--- config.mk ---
export PLATFORM = sky130hd
export DESIGN_NAME = rtype_program_loader_flat
export DESIGN_NICKNAME = d
export VERILOG_FILES = /design/src/rtl/rtype_program_loader_pkg.sv /design/src/rtl/rtype_program_loader_if.sv /design/src/rtl/rtype_program_loader_encoder.sv /design/src/rtl/rtype_program_loader.sv /design/src/flat_wrapper.sv
export SDC_FILE = /design/constraint.sdc
export NUM_CORES = 1
export LEC_CHECK = 0
export CAP_MARGIN = 10
export CORE_MARGIN = 5
export CORE_UTILIZATION = 43
export CTS_CLUSTER_DIAMETER = 60
export CTS_CLUSTER_SIZE = 12
export DETAILED_ROUTE_END_ITERATION = 16
export PLACE_DENSITY = 0.78
export SYNTH_ARGS = -nofsm -noshare
export SYNTH_HDL_FRONTEND = slang
export SYNTH_SLANG_ARGS = --single-unit
--- constraint.sdc ---
create_clock -name clk -period 2.15 [get_ports clk]
set_input_delay 0.645 -clock clk [delete_from_list [all_inputs] [get_ports clk]]
set_output_delay 0.645 -clock clk [all_outputs]
set_load 0.02 [all_outputs]
--- src/rtl/rtype_program_loader_pkg.sv ---
`default_nettype none
// ============================================================================
// Module      : rtype_pkg
// Description : Shared R-type constants and the loader state encoding.
// Revision    : 1.0 - initial release
// ============================================================================
package rtype_pkg;

    localparam logic [5:0] c_OP_RTYPE  = 6'b000000;

    localparam logic [5:0] c_FUNCT_SLL = 6'h00;
    localparam logic [5:0] c_FUNCT_SRL = 6'h02;
    localparam logic [5:0] c_FUNCT_ADD = 6'h20;
    localparam logic [5:0] c_FUNCT_SUB = 6'h22;
    localparam logic [5:0] c_FUNCT_AND = 6'h24;
    localparam logic [5:0] c_FUNCT_OR  = 6'h25;
    localparam logic [5:0] c_FUNCT_NOR = 6'h27;
    localparam logic [5:0] c_FUNCT_SLT = 6'h2A;

    typedef enum logic [1:0] {
        IDLE  = 2'd0,
        LOAD  = 2'd1,
        WRITE = 2'd2,
        DONE  = 2'd3
    } state_e;

endpackage
`default_nettype wire

--- src/rtl/rtype_program_loader_if.sv ---
`default_nettype none
// ============================================================================
// Module      : rtype_program_loader_if
// Description : Field-bundle handshake plus instruction-memory write bus.
// Revision    : 1.0 - initial release
// ============================================================================
interface rtype_program_loader_if #(
    parameter int ADDR_W = 8
);
    logic              in_valid;
    logic              in_ready;
    logic [4:0]        rs;
    logic [4:0]        rt;
    logic [4:0]        rd;
    logic [4:0]        shamt;
    logic [5:0]        funct;
    logic              last;
    logic              imem_we;
    logic [ADDR_W-1:0] imem_addr;
    logic [31:0]       imem_wdata;

    // master: bundle producer / memory side; slave: the loader
    modport master (
        output in_valid, rs, rt, rd, shamt, funct, last,
        input  in_ready, imem_we, imem_addr, imem_wdata
    );

    modport slave (
        input  in_valid, rs, rt, rd, shamt, funct, last,
        output in_ready, imem_we, imem_addr, imem_wdata
    );
endinterface
`default_nettype wire

--- src/rtl/rtype_program_loader_encoder.sv ---
`default_nettype none
// ============================================================================
// Module      : rtype_encoder
// Description : Combinational R-type field encoder with funct legality check.
// Revision    : 1.0 - initial release
// ============================================================================
module rtype_encoder
    import rtype_pkg::*;
(
    input  wire logic [4:0]  rs,
    input  wire logic [4:0]  rt,
    input  wire logic [4:0]  rd,
    input  wire logic [4:0]  shamt,
    input  wire logic [5:0]  funct,
    output logic      [31:0] word,
    output logic             legal
);

    logic       w_is_shift;
    logic [4:0] w_shamt_eff;

    always_comb begin
        legal = 1'b0;
        case (funct)
            c_FUNCT_SLL, c_FUNCT_SRL, c_FUNCT_ADD, c_FUNCT_SUB,
            c_FUNCT_AND, c_FUNCT_OR,  c_FUNCT_NOR, c_FUNCT_SLT: legal = 1'b1;
            default:                                            legal = 1'b0;
        endcase
    end

    // Only the shift instructions carry a shift amount; others encode zero.
    assign w_is_shift  = (funct == c_FUNCT_SLL) || (funct == c_FUNCT_SRL);
    assign w_shamt_eff = w_is_shift ? shamt : 5'd0;
    assign word        = {c_OP_RTYPE, rs, rt, rd, w_shamt_eff, funct};

endmodule
`default_nettype wire

--- src/rtl/rtype_program_loader.sv ---
`default_nettype none
// ============================================================================
// Module      : rtype_program_loader
// Description : Encodes R-type bundles into imem words and releases the core.
// Revision    : 1.0 - initial release
// ============================================================================
module rtype_program_loader
    import rtype_pkg::*;
#(
    parameter int                ADDR_W    = 8,
    parameter int                DEPTH     = 64,
    parameter logic [ADDR_W-1:0] BASE_ADDR = '0
) (
    input  wire logic               clk,
    input  wire logic               reset,
    input  wire logic               start,
    rtype_program_loader_if.slave   bus,
    output logic                    core_run,
    output logic [6:0]              count,
    output logic                    err,
    output logic                    full,
    output logic                    busy
);

    localparam logic [1:0] c_IDLE  = 2'(IDLE);
    localparam logic [1:0] c_LOAD  = 2'(LOAD);
    localparam logic [1:0] c_WRITE = 2'(WRITE);
    localparam logic [1:0] c_DONE  = 2'(DONE);

    localparam logic [6:0]        c_DEPTH    = 7'(DEPTH);
    localparam logic [ADDR_W-1:0] c_ADDR_INC = ADDR_W'(4);

    logic [1:0]        r_state;
    logic [ADDR_W-1:0] r_addr;
    logic [31:0]       r_wdata;
    logic [6:0]        r_count;
    logic              r_err;
    logic              r_full;
    logic              r_last;

    logic [31:0] w_word;
    logic        w_legal;
    logic [6:0]  w_count_inc;
    logic        w_depth_hit;

    rtype_encoder u_encoder (
        .rs    (bus.rs),
        .rt    (bus.rt),
        .rd    (bus.rd),
        .shamt (bus.shamt),
        .funct (bus.funct),
        .word  (w_word),
        .legal (w_legal)
    );

    assign w_count_inc = r_count + 7'd1;
    assign w_depth_hit = (w_count_inc == c_DEPTH);

    always_ff @(posedge clk or negedge reset) begin
        if (!reset) begin
            r_state <= c_IDLE;
            r_addr  <= BASE_ADDR;
            r_wdata <= 32'd0;
            r_count <= 7'd0;
            r_err   <= 1'b0;
            r_full  <= 1'b0;
            r_last  <= 1'b0;
        end else begin
            case (r_state)
                c_IDLE, c_DONE: begin
                    if (start) begin
                        r_state <= c_LOAD;
                        r_addr  <= BASE_ADDR;
                        r_count <= 7'd0;
                        r_err   <= 1'b0;
                        r_full  <= 1'b0;
                    end
                end
                c_LOAD: begin
                    if (bus.in_valid) begin
                        if (w_legal) begin
                            r_wdata <= w_word;
                            r_last  <= bus.last;
                            r_state <= c_WRITE;
                        end else begin
                            // Illegal bundle is swallowed; only the sticky flag records it.
                            r_err <= 1'b1;
                            if (bus.last) begin
                                r_state <= c_DONE;
                            end
                        end
                    end
                end
                c_WRITE: begin
                    r_addr  <= r_addr + c_ADDR_INC;
                    r_count <= w_count_inc;
                    if (r_last || w_depth_hit) begin
                        r_state <= c_DONE;
                    end else begin
                        r_state <= c_LOAD;
                    end
                    if (!r_last && w_depth_hit) begin
                        r_full <= 1'b1;
                    end
                end
                default: r_state <= c_IDLE;
            endcase
        end
    end

    // Strobes decode straight from state so reset drops them without a clock.
    assign bus.in_ready   = (r_state == c_LOAD);
    assign bus.imem_we    = (r_state == c_WRITE);
    assign bus.imem_addr  = r_addr;
    assign bus.imem_wdata = r_wdata;

    assign core_run = (r_state == c_DONE);
    assign busy     = (r_state == c_LOAD) || (r_state == c_WRITE);
    assign count    = r_count;
    assign err      = r_err;
    assign full     = r_full;

endmodule
`default_nettype wire

--- src/flat_wrapper.sv ---
// flat-port wrapper written by rule: the top's interface ports become plain ports
module rtype_program_loader_flat import rtype_pkg::*;
#(
    parameter int                ADDR_W    = 8,
    parameter int                DEPTH     = 64,
    parameter logic [ADDR_W-1:0] BASE_ADDR = '0
)
  (clk, reset, start, core_run, count, err, full, busy, bus_in_valid, bus_rs, bus_rt, bus_rd, bus_shamt, bus_funct, bus_last, bus_in_ready, bus_imem_we, bus_imem_addr, bus_imem_wdata);
  rtype_program_loader_if #(.ADDR_W(ADDR_W)) bus_i ();
  input  wire logic clk;
  input  wire logic reset;
  input  wire logic start;
  output logic core_run;
  output logic [6:0] count;
  output logic err;
  output logic full;
  output logic busy;
  input wire logic [$bits(bus_i.in_valid)-1:0] bus_in_valid;
  input wire logic [$bits(bus_i.rs)-1:0] bus_rs;
  input wire logic [$bits(bus_i.rt)-1:0] bus_rt;
  input wire logic [$bits(bus_i.rd)-1:0] bus_rd;
  input wire logic [$bits(bus_i.shamt)-1:0] bus_shamt;
  input wire logic [$bits(bus_i.funct)-1:0] bus_funct;
  input wire logic [$bits(bus_i.last)-1:0] bus_last;
  output wire logic [$bits(bus_i.in_ready)-1:0] bus_in_ready;
  output wire logic [$bits(bus_i.imem_we)-1:0] bus_imem_we;
  output wire logic [$bits(bus_i.imem_addr)-1:0] bus_imem_addr;
  output wire logic [$bits(bus_i.imem_wdata)-1:0] bus_imem_wdata;
  assign bus_i.in_valid = bus_in_valid;
  assign bus_i.rs = bus_rs;
  assign bus_i.rt = bus_rt;
  assign bus_i.rd = bus_rd;
  assign bus_i.shamt = bus_shamt;
  assign bus_i.funct = bus_funct;
  assign bus_i.last = bus_last;
  assign bus_in_ready = bus_i.in_ready;
  assign bus_imem_we = bus_i.imem_we;
  assign bus_imem_addr = bus_i.imem_addr;
  assign bus_imem_wdata = bus_i.imem_wdata;
  rtype_program_loader #(.ADDR_W(ADDR_W), .DEPTH(DEPTH), .BASE_ADDR(BASE_ADDR)) u_core (.clk(clk), .reset(reset), .start(start), .bus(bus_i), .core_run(core_run), .count(count), .err(err), .full(full), .busy(busy));
endmodule
==> flow_metrics.env, run 1 <==
export IMPL_vias=1722
export IMPL_totalWireLength_um=5080
export IMPL_synth_area_um2=2120
export IMPL_grt_overflow=0
export IMPL_core_area_um2=4750
export IMPL_path_delay_family="buffers and inverters"
export IMPL_cts_root_buf="clkbuf_8"
export IMPL_clk_pin_slew_worst_paths_ns=0.08
export IMPL_rr_worst_depth=5
export IMPL_fin_crit_ns=2.11
export IMPL_syn_avg_cell_area_um2=11.7
export IMPL_cts_num_sinks=44
export IMPL_r2r_setup_slack_ns=0.17
export IMPL_antenna_cells=0
export IMPL_drv_cap=0
export IMPL_drc=0
export IMPL_power_density_nw_per_um2=1150
export IMPL_dieWidth_um=80.3
export IMPL_design_area_um2=3220
export IMPL_hold_class="in2async"
export IMPL_yosysWarnings=0
export IMPL_fin_util=0.678
export IMPL_fp_dieH_um=80.3
export IMPL_initial_core_util=0.447
export IMPL_area_growth_pct=51.9
export IMPL_yosysUniqueCellTypes=46
export IMPL_cts_made_buffers=5
export IMPL_cp_cell_sequence="clkdlybuf4s50_1, o311a_4, nor3_4, buf_6, buf_12, mux2_4"
export IMPL_place_area_um2=3050
export IMPL_rows=25
export IMPL_antenna_found_initial=0
export IMPL_hold_viol=0
export IMPL_grt_max_degree=22
export IMPL_layout_common_cells="clkdlybuf4s50_1, dfrtp_1, buf_4"
export IMPL_grt_setup_unrepaired="no"
export IMPL_r2r_end="u_core.r_state[1]"
export IMPL_r2r_start="u_core.count[0]"
export IMPL_total_power_mw=3.72
export IMPL_synth_main_ff_cell="dfrtp_1"
export IMPL_cp_start_kind="input pin"
export IMPL_clkLatencyLatePin_ns=0.29
export IMPL_synth_edf_count=0
export IMPL_grt_pass1_wl_um=8360
export IMPL_cts_buffer_depth=2
export IMPL_path_buf_inv=3
export IMPL_status="completed"
export IMPL_setup_viol_count_final=0
export IMPL_slew_violations=0
export IMPL_cp_slowest_cell="clkdlybuf4s50_1"
export IMPL_leakage_nw=1.46
export IMPL_io_pins=84
export IMPL_routabilityCongestion=0.774
export IMPL_htreeDepth=2
export IMPL_grt_use_total=0.166
export IMPL_dpl_hpwl_um=3770
export IMPL_nets=318
export IMPL_ys_ff_latch=44
export IMPL_layout_commonest_cell="clkdlybuf4s50_1"
export IMPL_cp_arrival_ns=2.29
export IMPL_cts_tree="yes"
export IMPL_netlist_instances=182
export IMPL_worst_clock_skew_ns=0.00607
export IMPL_via_per_inst=4.93
export IMPL_cp_max_fo=6
export IMPL_finalSetupTns_ns=0
export IMPL_ys_seq_area_frac=0.519
export IMPL_ant_nets=0
export IMPL_grt_pass1_vias=1716
export IMPL_drt_initial_drc_count=51
export IMPL_cp_slowest_stage_delay_ns=0.46
export IMPL_end_kind="flip-flop"
export IMPL_required_ns=2.33
export IMPL_whs_ns=0.289
export IMPL_finalCritPeriodShare=0.981
export IMPL_drive_gt1_frac=0.216
export IMPL_async_reset_ff_frac=1.00
export IMPL_ir_drop_mv=0.817
export IMPL_wl_per_cell_um=14.6
export IMPL_portBuffers=75
export IMPL_first_pass_iters=4
export IMPL_timing_fmax_ghz=0.474
export IMPL_criticalPathCategory="in2reg"
export IMPL_die_area_um2=6440
[synth_stat cells (2+ instances only)]
master / count / area [µm²]
nand2_1: 18 / 67.6
nand4_1: 2 / 12.5
nor3_1: 2 / 10.0
o21ai_0: 5 / 25.0
mux2i_1: 8 / 80.1
a22o_1: 5 / 43.8
mux2_2: 19 / 214
clkbuf_1: 2 / 7.51
nand3_1: 4 / 20.0
inv_1: 11 / 41.3
a22oi_1: 2 / 15.0
nand2b_1: 2 / 12.5
mux2_1: 4 / 45.0
buf_4: 8 / 60.1
a21o_1: 4 / 30.0
o21a_1: 2 / 15.0
dfrtp_1: 44 / 1100
ha_1: 5 / 62.6
buf_6: 2 / 22.5
nor2_1: 6 / 22.5
o21bai_1: 2 / 15.0
[cell type report]
cell class,count,area (µm²)
Clock inverter,2,12.5
Inverter,11,41.3
Fill cell,378,1530
Sequential cell,44,1100
Multi-Input combinational cell,121,968
Clock buffer,5,68.8
Timing Repair Buffer,99,948
Tap cell,67,83.8
[cells by family (layout without fill, tap and decap cells)]
| kind of cell | after synthesis | count (layout) | synth area share |
|---|---|---|---|
| and+or+nand+nor | 46 | 46 | 0.116 |
| DFF | 44 | 44 | 0.519 |
| muxes | 31 | 31 | 0.160 |
| AOI/OAI and AO/OA | 29 | 29 | 0.103 |
| buffers and inverters | 24 | 117 | 0.0636 |
| adders and majority gates | 5 | 5 | 0.0295 |
| xor gates and xnor gates | 2 | 2 | 0.00825 |
| other | 1 | 8 | 0.00177 |
[how the worst max path moves through the flow]
stage                 start                   endpoint  slack, ns  depth (start not counted)
6_report       bus_funct[2]  u_core.bus.imem_wdata[24]       0.04                          6
5_1_grt        bus_funct[2]              u_core.r_last     0.0002                          6
4_1_cts        bus_funct[0]   u_core.bus.imem_wdata[3]       0.02                          7
3_5_place_dp   bus_funct[1]  u_core.bus.imem_wdata[19]      -0.52                          6
3_3_place_gp   bus_funct[1]  u_core.bus.imem_wdata[23]      -0.48                          6
2_1_floorplan  bus_funct[1]  u_core.bus.imem_wdata[11]      -0.18                          5
[metal layers]
metal  routed length [µm]  vias up  part of all wire  track usage
met5                    0        -                 0            0
met4                   76        0             0.015       0.0608
met3                  314        7             0.062       0.0426
met2                 2500       47              0.49        0.269
met1                 2190      837              0.43        0.215
li1                     -      831                 -            -
[timing repair]
item,in CTS,in global routing
setup buffers,2,1
pin swaps,2,2
hold buffers,0,0
gates resized for setup,21,14
cloned,2,0
endpoints found under the setup margin,32,26
[power by group]
| group | leakage, nW | switching, mW | internal, mW |
|---|---|---|---|
| clock | 0.0400 | 0.274 | 0.220 |
| combinational | 0.851 | 0.916 | 0.997 |
| sequential | 0.565 | 0.191 | 1.13 |
[metrics by stage]
stage	worst slack [ns]	cells
2_1_floorplan	-0.179	189
3_3_place_gp	-0.483	338
3_5_place_dp	-0.523	338
4_1_cts	0.0208	349
5_1_grt	0.000238	349
6_report	0.0416	349
[state kept, by name, indices dropped and copies added, names as in the netlist]
register and count:
u_core.count 7, u_core.err 1, u_core.full 1, u_core.bus.imem_addr 6, u_core.r_last 1, u_core.bus.imem_wdata 26, u_core.r_state 2
(Power assumes the default switching activity.)
==> run 2: changes to the inputs <==
--- a/config.mk
+++ b/config.mk
@@ -11,6 +11,7 @@
 export CTS_CLUSTER_DIAMETER = 60
 export CTS_CLUSTER_SIZE = 12
 export DETAILED_ROUTE_END_ITERATION = 16
+export GPL_TIMING_DRIVEN = 0
 export PLACE_DENSITY = 0.78
 export SYNTH_ARGS = -nofsm -noshare
 export SYNTH_HDL_FRONTEND = slang
==> flow_metrics.env, run 2 (same netlist as run 1, synthesis figures left out) <==
export IMPL_grt_pass1_wl_um=8450
export IMPL_stdcell_count=345
export IMPL_end_kind="flip-flop"
export IMPL_power_density_nw_per_um2=1180
export IMPL_core_area_um2=4750
export IMPL_grt_use_total=0.169
export IMPL_grt_pass1_vias=1754
export IMPL_grt_max_degree=32
export IMPL_area_growth_pct=49.2
export IMPL_vias=1681
export IMPL_dpl_hpwl_um=3730
export IMPL_fin_util=0.666
export IMPL_grt_setup_unrepaired="yes"
export IMPL_cts_tree="yes"
export IMPL_r2r_start="u_core.r_state[0]"
export IMPL_fin_ws_ns=0.0321
export IMPL_dp_cells=332
export IMPL_initial_core_util=0.447
export IMPL_r2r_end="u_core.count[2]"
export IMPL_ir_drop_mv=0.669
export IMPL_setup_viol_count_final=0
export IMPL_largest_reg_flops=26
export IMPL_fp_dieH_um=80.3
export IMPL_wl_per_cell_um=14.6
export IMPL_cts_root_buf="clkbuf_8"
export IMPL_multi_input_area_um2=965
export IMPL_portBuffers=75
export IMPL_antenna_found_initial=0
export IMPL_drc=0
export IMPL_required_ns=2.33
export IMPL_criticalPathCategory="in2reg"
export IMPL_totalWireLength_um=5050
export IMPL_status="completed"
export IMPL_topRoutingLayerUsed="met4"
export IMPL_io_pins=84
export IMPL_grt_overflow=0
export IMPL_layout_commonest_cell="clkdlybuf4s50_1"
export IMPL_die_area_um2=6440
export IMPL_dieWidth_um=80.3
export IMPL_wl_met3_um=371
export IMPL_timing_fmax_ghz=0.472
export IMPL_via_per_inst=4.87
export IMPL_r2r_setup_slack_ns=0.20
export IMPL_p_int_mw=2.34
export IMPL_worst_clock_skew_ns=0.00294
export IMPL_sequentialPowerShare=0.351
export IMPL_htreeDepth=2
export IMPL_cts_made_buffers=5
export IMPL_rr_worst_depth=7
export IMPL_first_pass_iters=4
export IMPL_finalCritPeriodShare=0.985
export IMPL_clkLatencyLatePin_ns=0.29
export IMPL_switching_share=0.372
export IMPL_drt_initial_drc_count=81
export IMPL_wl_met1_um=2070
export IMPL_cp_max_fo=5
export IMPL_seq_area_um2=1100
export IMPL_leakage_nw=1.42
export IMPL_layout_common_cells="clkdlybuf4s50_1, dfrtp_1, nand2_1"
export IMPL_cp_arrival_ns=2.30
export IMPL_cp_start_kind="input pin"
export IMPL_antenna_cells=0
export IMPL_drv_cap=0
export IMPL_dpl_worst_slack_ns=-0.845
export IMPL_routabilityCongestion=0.778
export IMPL_dr_wl_met2_um=2570
export IMPL_hold_viol=0
export IMPL_nets=313
export IMPL_p_clk_frac=0.144
export IMPL_slew_violations=0
export IMPL_clk_pin_slew_worst_paths_ns=0.08
export IMPL_power_frac_comb=0.505
export IMPL_cts_num_sinks=44
export IMPL_switching_power_mw=1.39
export IMPL_fin_crit_ns=2.12
export IMPL_rows=25
export IMPL_fillCellCount=401
export IMPL_drive_gt1_frac=0.198
export IMPL_ant_nets=0
export IMPL_hold_class="in2async"
export IMPL_cts_buffer_depth=2
## run 2: per-stage QoR
| stage | hold slack [ns] | setup TNS (ns) | instance area, µm² | total power, mW |
|---|---|---|---|---|
| floorplan | 0.349 | -2.69 | 2150 | 2.28 |
| global placement | 0.467 | -58.78 | 2980 | 3.10 |
| detailed placement | 0.474 | -23.89 | 3000 | 3.15 |
| CTS | 0.247 | 0 | 3160 | 3.74 |
| global route | 0.254 | -0.0877 | 3170 | 3.98 |
| finish | 0.240 | 0 | 3170 | 3.73 |
## run 2: worst max-delay path: stages
cell	delay (ns)
buf_4	0.13
or4b_4	0.51
o311a_4	0.16
nor3_4	0.27
buf_6	0.15
buf_4	0.10
mux2_2	0.33
## run 2: metal layers
layer,GRT usage,up-vias
met3,0.0527,2
met1,0.208,809
met4,0.0507,0
li1,-,822
met2,0.285,48
met5,0,-
## run 2: area by class of cell
cell class              instances  area share
plain buffers                  11      0.0233
flip-flops and latches         44       0.348
multi-input cells             121       0.305
well taps                      67      0.0265
clock buffers                   8      0.0284
inverters                      11      0.0130
repair buffers                 83       0.257
## run 2: repair_timing
item	in CTS	in global routing
hold buffers	0	0
endpoints found under the hold margin	0	0
resized for setup	26	15
buffers inserted	6	0
gates cloned	1	0
pin swaps	2	2
setup endpoints to repair	40	30
## run 2: how the worst max path moves through the flow
stage            startpoint  slack (ns)  depth (start not counted)                         to
2_1_floorplan  bus_funct[1]       -0.18                          5  u_core.bus.imem_wdata[11]
3_3_place_gp   bus_funct[0]       -0.83                          6  u_core.bus.imem_wdata[14]
3_5_place_dp   bus_funct[0]       -0.85                          6  u_core.bus.imem_wdata[25]
4_1_cts        bus_funct[1]       0.003                          7  u_core.bus.imem_wdata[16]
5_1_grt        bus_funct[0]       -0.02                          6   u_core.bus.imem_wdata[1]
6_report       bus_funct[0]        0.03                          7  u_core.bus.imem_wdata[21]
## run 2: power by group through the flow
stage	combinational (mW)	sequential (mW)	clock (mW)
2_1_floorplan	0.634	1.64	0
3_3_place_gp	1.80	1.30	0
4_1_cts	1.89	1.31	0.546
6_report	1.88	1.31	0.536
5_1_grt	2.03	1.36	0.587
3_5_place_dp	1.83	1.32	0
==> run 3: changes to the inputs <==
--- a/config.mk
+++ b/config.mk
@@ -7,12 +7,12 @@
 export LEC_CHECK = 0
 export CAP_MARGIN = 10
 export CORE_MARGIN = 5
-export CORE_UTILIZATION = 43
+export CORE_UTILIZATION = 39
 export CTS_CLUSTER_DIAMETER = 60
 export CTS_CLUSTER_SIZE = 12
 export DETAILED_ROUTE_END_ITERATION = 16
 export GPL_TIMING_DRIVEN = 0
-export PLACE_DENSITY = 0.78
+export PLACE_DENSITY = 0.75
 export SYNTH_ARGS = -nofsm -noshare
 export SYNTH_HDL_FRONTEND = slang
 export SYNTH_SLANG_ARGS = --single-unit
==> constraint.sdc (replaced) <==
create_clock -name clk -period 1.8 [get_ports clk]
set_input_delay 0.54 -clock clk [delete_from_list [all_inputs] [get_ports clk]]
set_output_delay 0.54 -clock clk [all_outputs]
set_load 0.02 [all_outputs]
==> flow_metrics.env, run 3 (same netlist as run 1, synthesis figures left out) <==
export IMPL_die_area_um2=7020
export IMPL_leakage_nw=1.73
export IMPL_cts_tree="yes"
export IMPL_antenna_found_initial=0
export IMPL_dpl_hpwl_um=3840
export IMPL_io_pins=84
export IMPL_cp_start_kind="input pin"
export IMPL_grt_use_total=0.154
export IMPL_r2r_start="u_core.r_state[1]"
export IMPL_place_area_um2=3010
export IMPL_wl_per_cell_um=15.4
export IMPL_tightest_slew_ns=0.507
export IMPL_p_clk_frac=0.172
export IMPL_sequentialPowerShare=0.326
export IMPL_seq_area_um2=1100
export IMPL_rows=26
export IMPL_ant_nets=0
export IMPL_violations="setup timing"
export IMPL_p_int_mw=3.06
export IMPL_switching_power_mw=1.76
export IMPL_worst_clock_skew_ns=0.00474
export IMPL_portBuffers=75
export IMPL_fin_crit_ns=1.88
export IMPL_criticalPathCategory="in2reg"
export IMPL_status="finished, violations left"
export IMPL_antenna_cells=0
export IMPL_cts_made_buffers=5
export IMPL_initial_core_util=0.408
export IMPL_largest_reg_flops=26
export IMPL_power_frac_comb=0.502
export IMPL_via_per_inst=4.88
export IMPL_grt_overflow=0
export IMPL_first_pass_iters=4
export IMPL_slew_headroom=0.662
export IMPL_topRoutingLayerUsed="met4"
export IMPL_fp_dieH_um=83.8
export IMPL_fin_ws_ns=-0.0839
export IMPL_drv_cap=0
export IMPL_wl_met1_um=2400
export IMPL_clk_pin_slew_worst_paths_ns=0.09
export IMPL_clkLatencyLatePin_ns=0.29
export IMPL_switching_share=0.365
export IMPL_dr_wl_met2_um=2640
export IMPL_required_ns=1.99
export IMPL_layout_commonest_cell="dfrtp_1"
export IMPL_vias=1751
export IMPL_drt_initial_drc_count=52
export IMPL_fillCellCount=454
export IMPL_end_kind="flip-flop"
export IMPL_routabilityCongestion=0.798
export IMPL_hold_class="in2async"
export IMPL_setup_viol_count_final=22
export IMPL_multi_input_area_um2=1050
export IMPL_wl_met3_um=417
export IMPL_cp_max_fo=5
export IMPL_drive_gt1_frac=0.294
export IMPL_grt_pass1_wl_um=8740
export IMPL_grt_max_degree=25
export IMPL_totalWireLength_um=5520
export IMPL_layout_common_cells="dfrtp_1, dlygate4sd2_1, clkdlybuf4s50_1"
export IMPL_htreeDepth=2
export IMPL_cts_root_buf="clkbuf_8"
export IMPL_cts_num_sinks=44
export IMPL_crit_start="bus_funct[3]"
export IMPL_power_density_nw_per_um2=1420
export IMPL_finalSetupTns_ns=-0.942
export IMPL_finalCritPeriodShare=1.05
export IMPL_area_growth_pct=59.3
export IMPL_grt_setup_unrepaired="yes"
export IMPL_timing_fmax_ghz=0.531
export IMPL_drc=0
export IMPL_grt_pass1_vias=1748
export IMPL_ir_drop_mv=0.745
export IMPL_dieWidth_um=83.8
export IMPL_cts_buffer_depth=2
export IMPL_design_area_um2=3380
export IMPL_nets=324
export IMPL_hold_viol=0
export IMPL_slew_violations=0
export IMPL_cp_arrival_ns=2.07
export IMPL_core_area_um2=5200
## run 3: through the flow
stage               hold WS, ns   util  power (mW)  worst slack [ns]  std cells
floorplan                 0.244      -        2.73            -0.424        189
global placement          0.468  0.575        3.71             -1.23        334
detailed placement        0.476  0.578        3.77             -1.11        335
CTS                       0.229  0.638        4.71           -0.0488        357
global route              0.232  0.650        5.11           -0.0896        359
finish                    0.205  0.650        4.82           -0.0839        359
## run 3: layout make-up
cell class                 count  share of cell area
buffer                        12              0.0292
multi-input combinational    121               0.309
tap                           70              0.0259
inverter                      11              0.0129
sequential                    44               0.327
clock inverter                 1             0.00888
clock buffer                   7              0.0285
timing repair buffer          93               0.259
## run 3: worst paths after layout
check / end / cells past startpoint / slack (ns)
setup / recovery: u_core.r_last / 7 / -0.08
hold / removal: u_core.r_last / 1 / 0.21
setup reg to reg: u_core.r_last / 7 / 0
hold reg to reg: u_core.bus.imem_wdata[4] / 1 / 0.50
max in group asynchronous: u_core.bus.imem_wdata[19] / 2 / 1.09
min in group clk: u_core.bus.imem_wdata[4] / 1 / 0.50
## run 3: layer usage
layer | GRT usage | vias to the layer above
met3 | 0.0592 | 6
met1 | 0.194 | 837
met2 | 0.247 | 63
met4 | 0.0424 | 0
li1 | - | 845
met5 | 0 | -
## run 3: worst max-delay path, cell delays in order
cell	delay (ns)
buf_8	0.09
or4b_4	0.52
o311a_4	0.14
nor3_4	0.14
buf_6	0.16
buf_6	0.14
mux2_2	0.33
## run 3: power groups by stage
stage | Combinational [mW] | Sequential, mW | Clock [mW]
finish | 2.42 | 1.57 | 0.828
global route | 2.59 | 1.62 | 0.901
CTS | 2.29 | 1.57 | 0.845
detailed placement | 2.19 | 1.58 | 0
global placement | 2.16 | 1.56 | 0
floorplan | 0.760 | 1.97 | 0
## run 3: what timing repair did
action / 4_1_cts / 5_1_grt
pin swaps: 5 / 2
hold endpoints to repair: 0 / 0
buffers inserted: 13 / 3
hold buffers: 0 / 0
setup endpoints to repair: 75 / 46
gates cloned: 1 / 0
gates resized for setup: 103 / 27
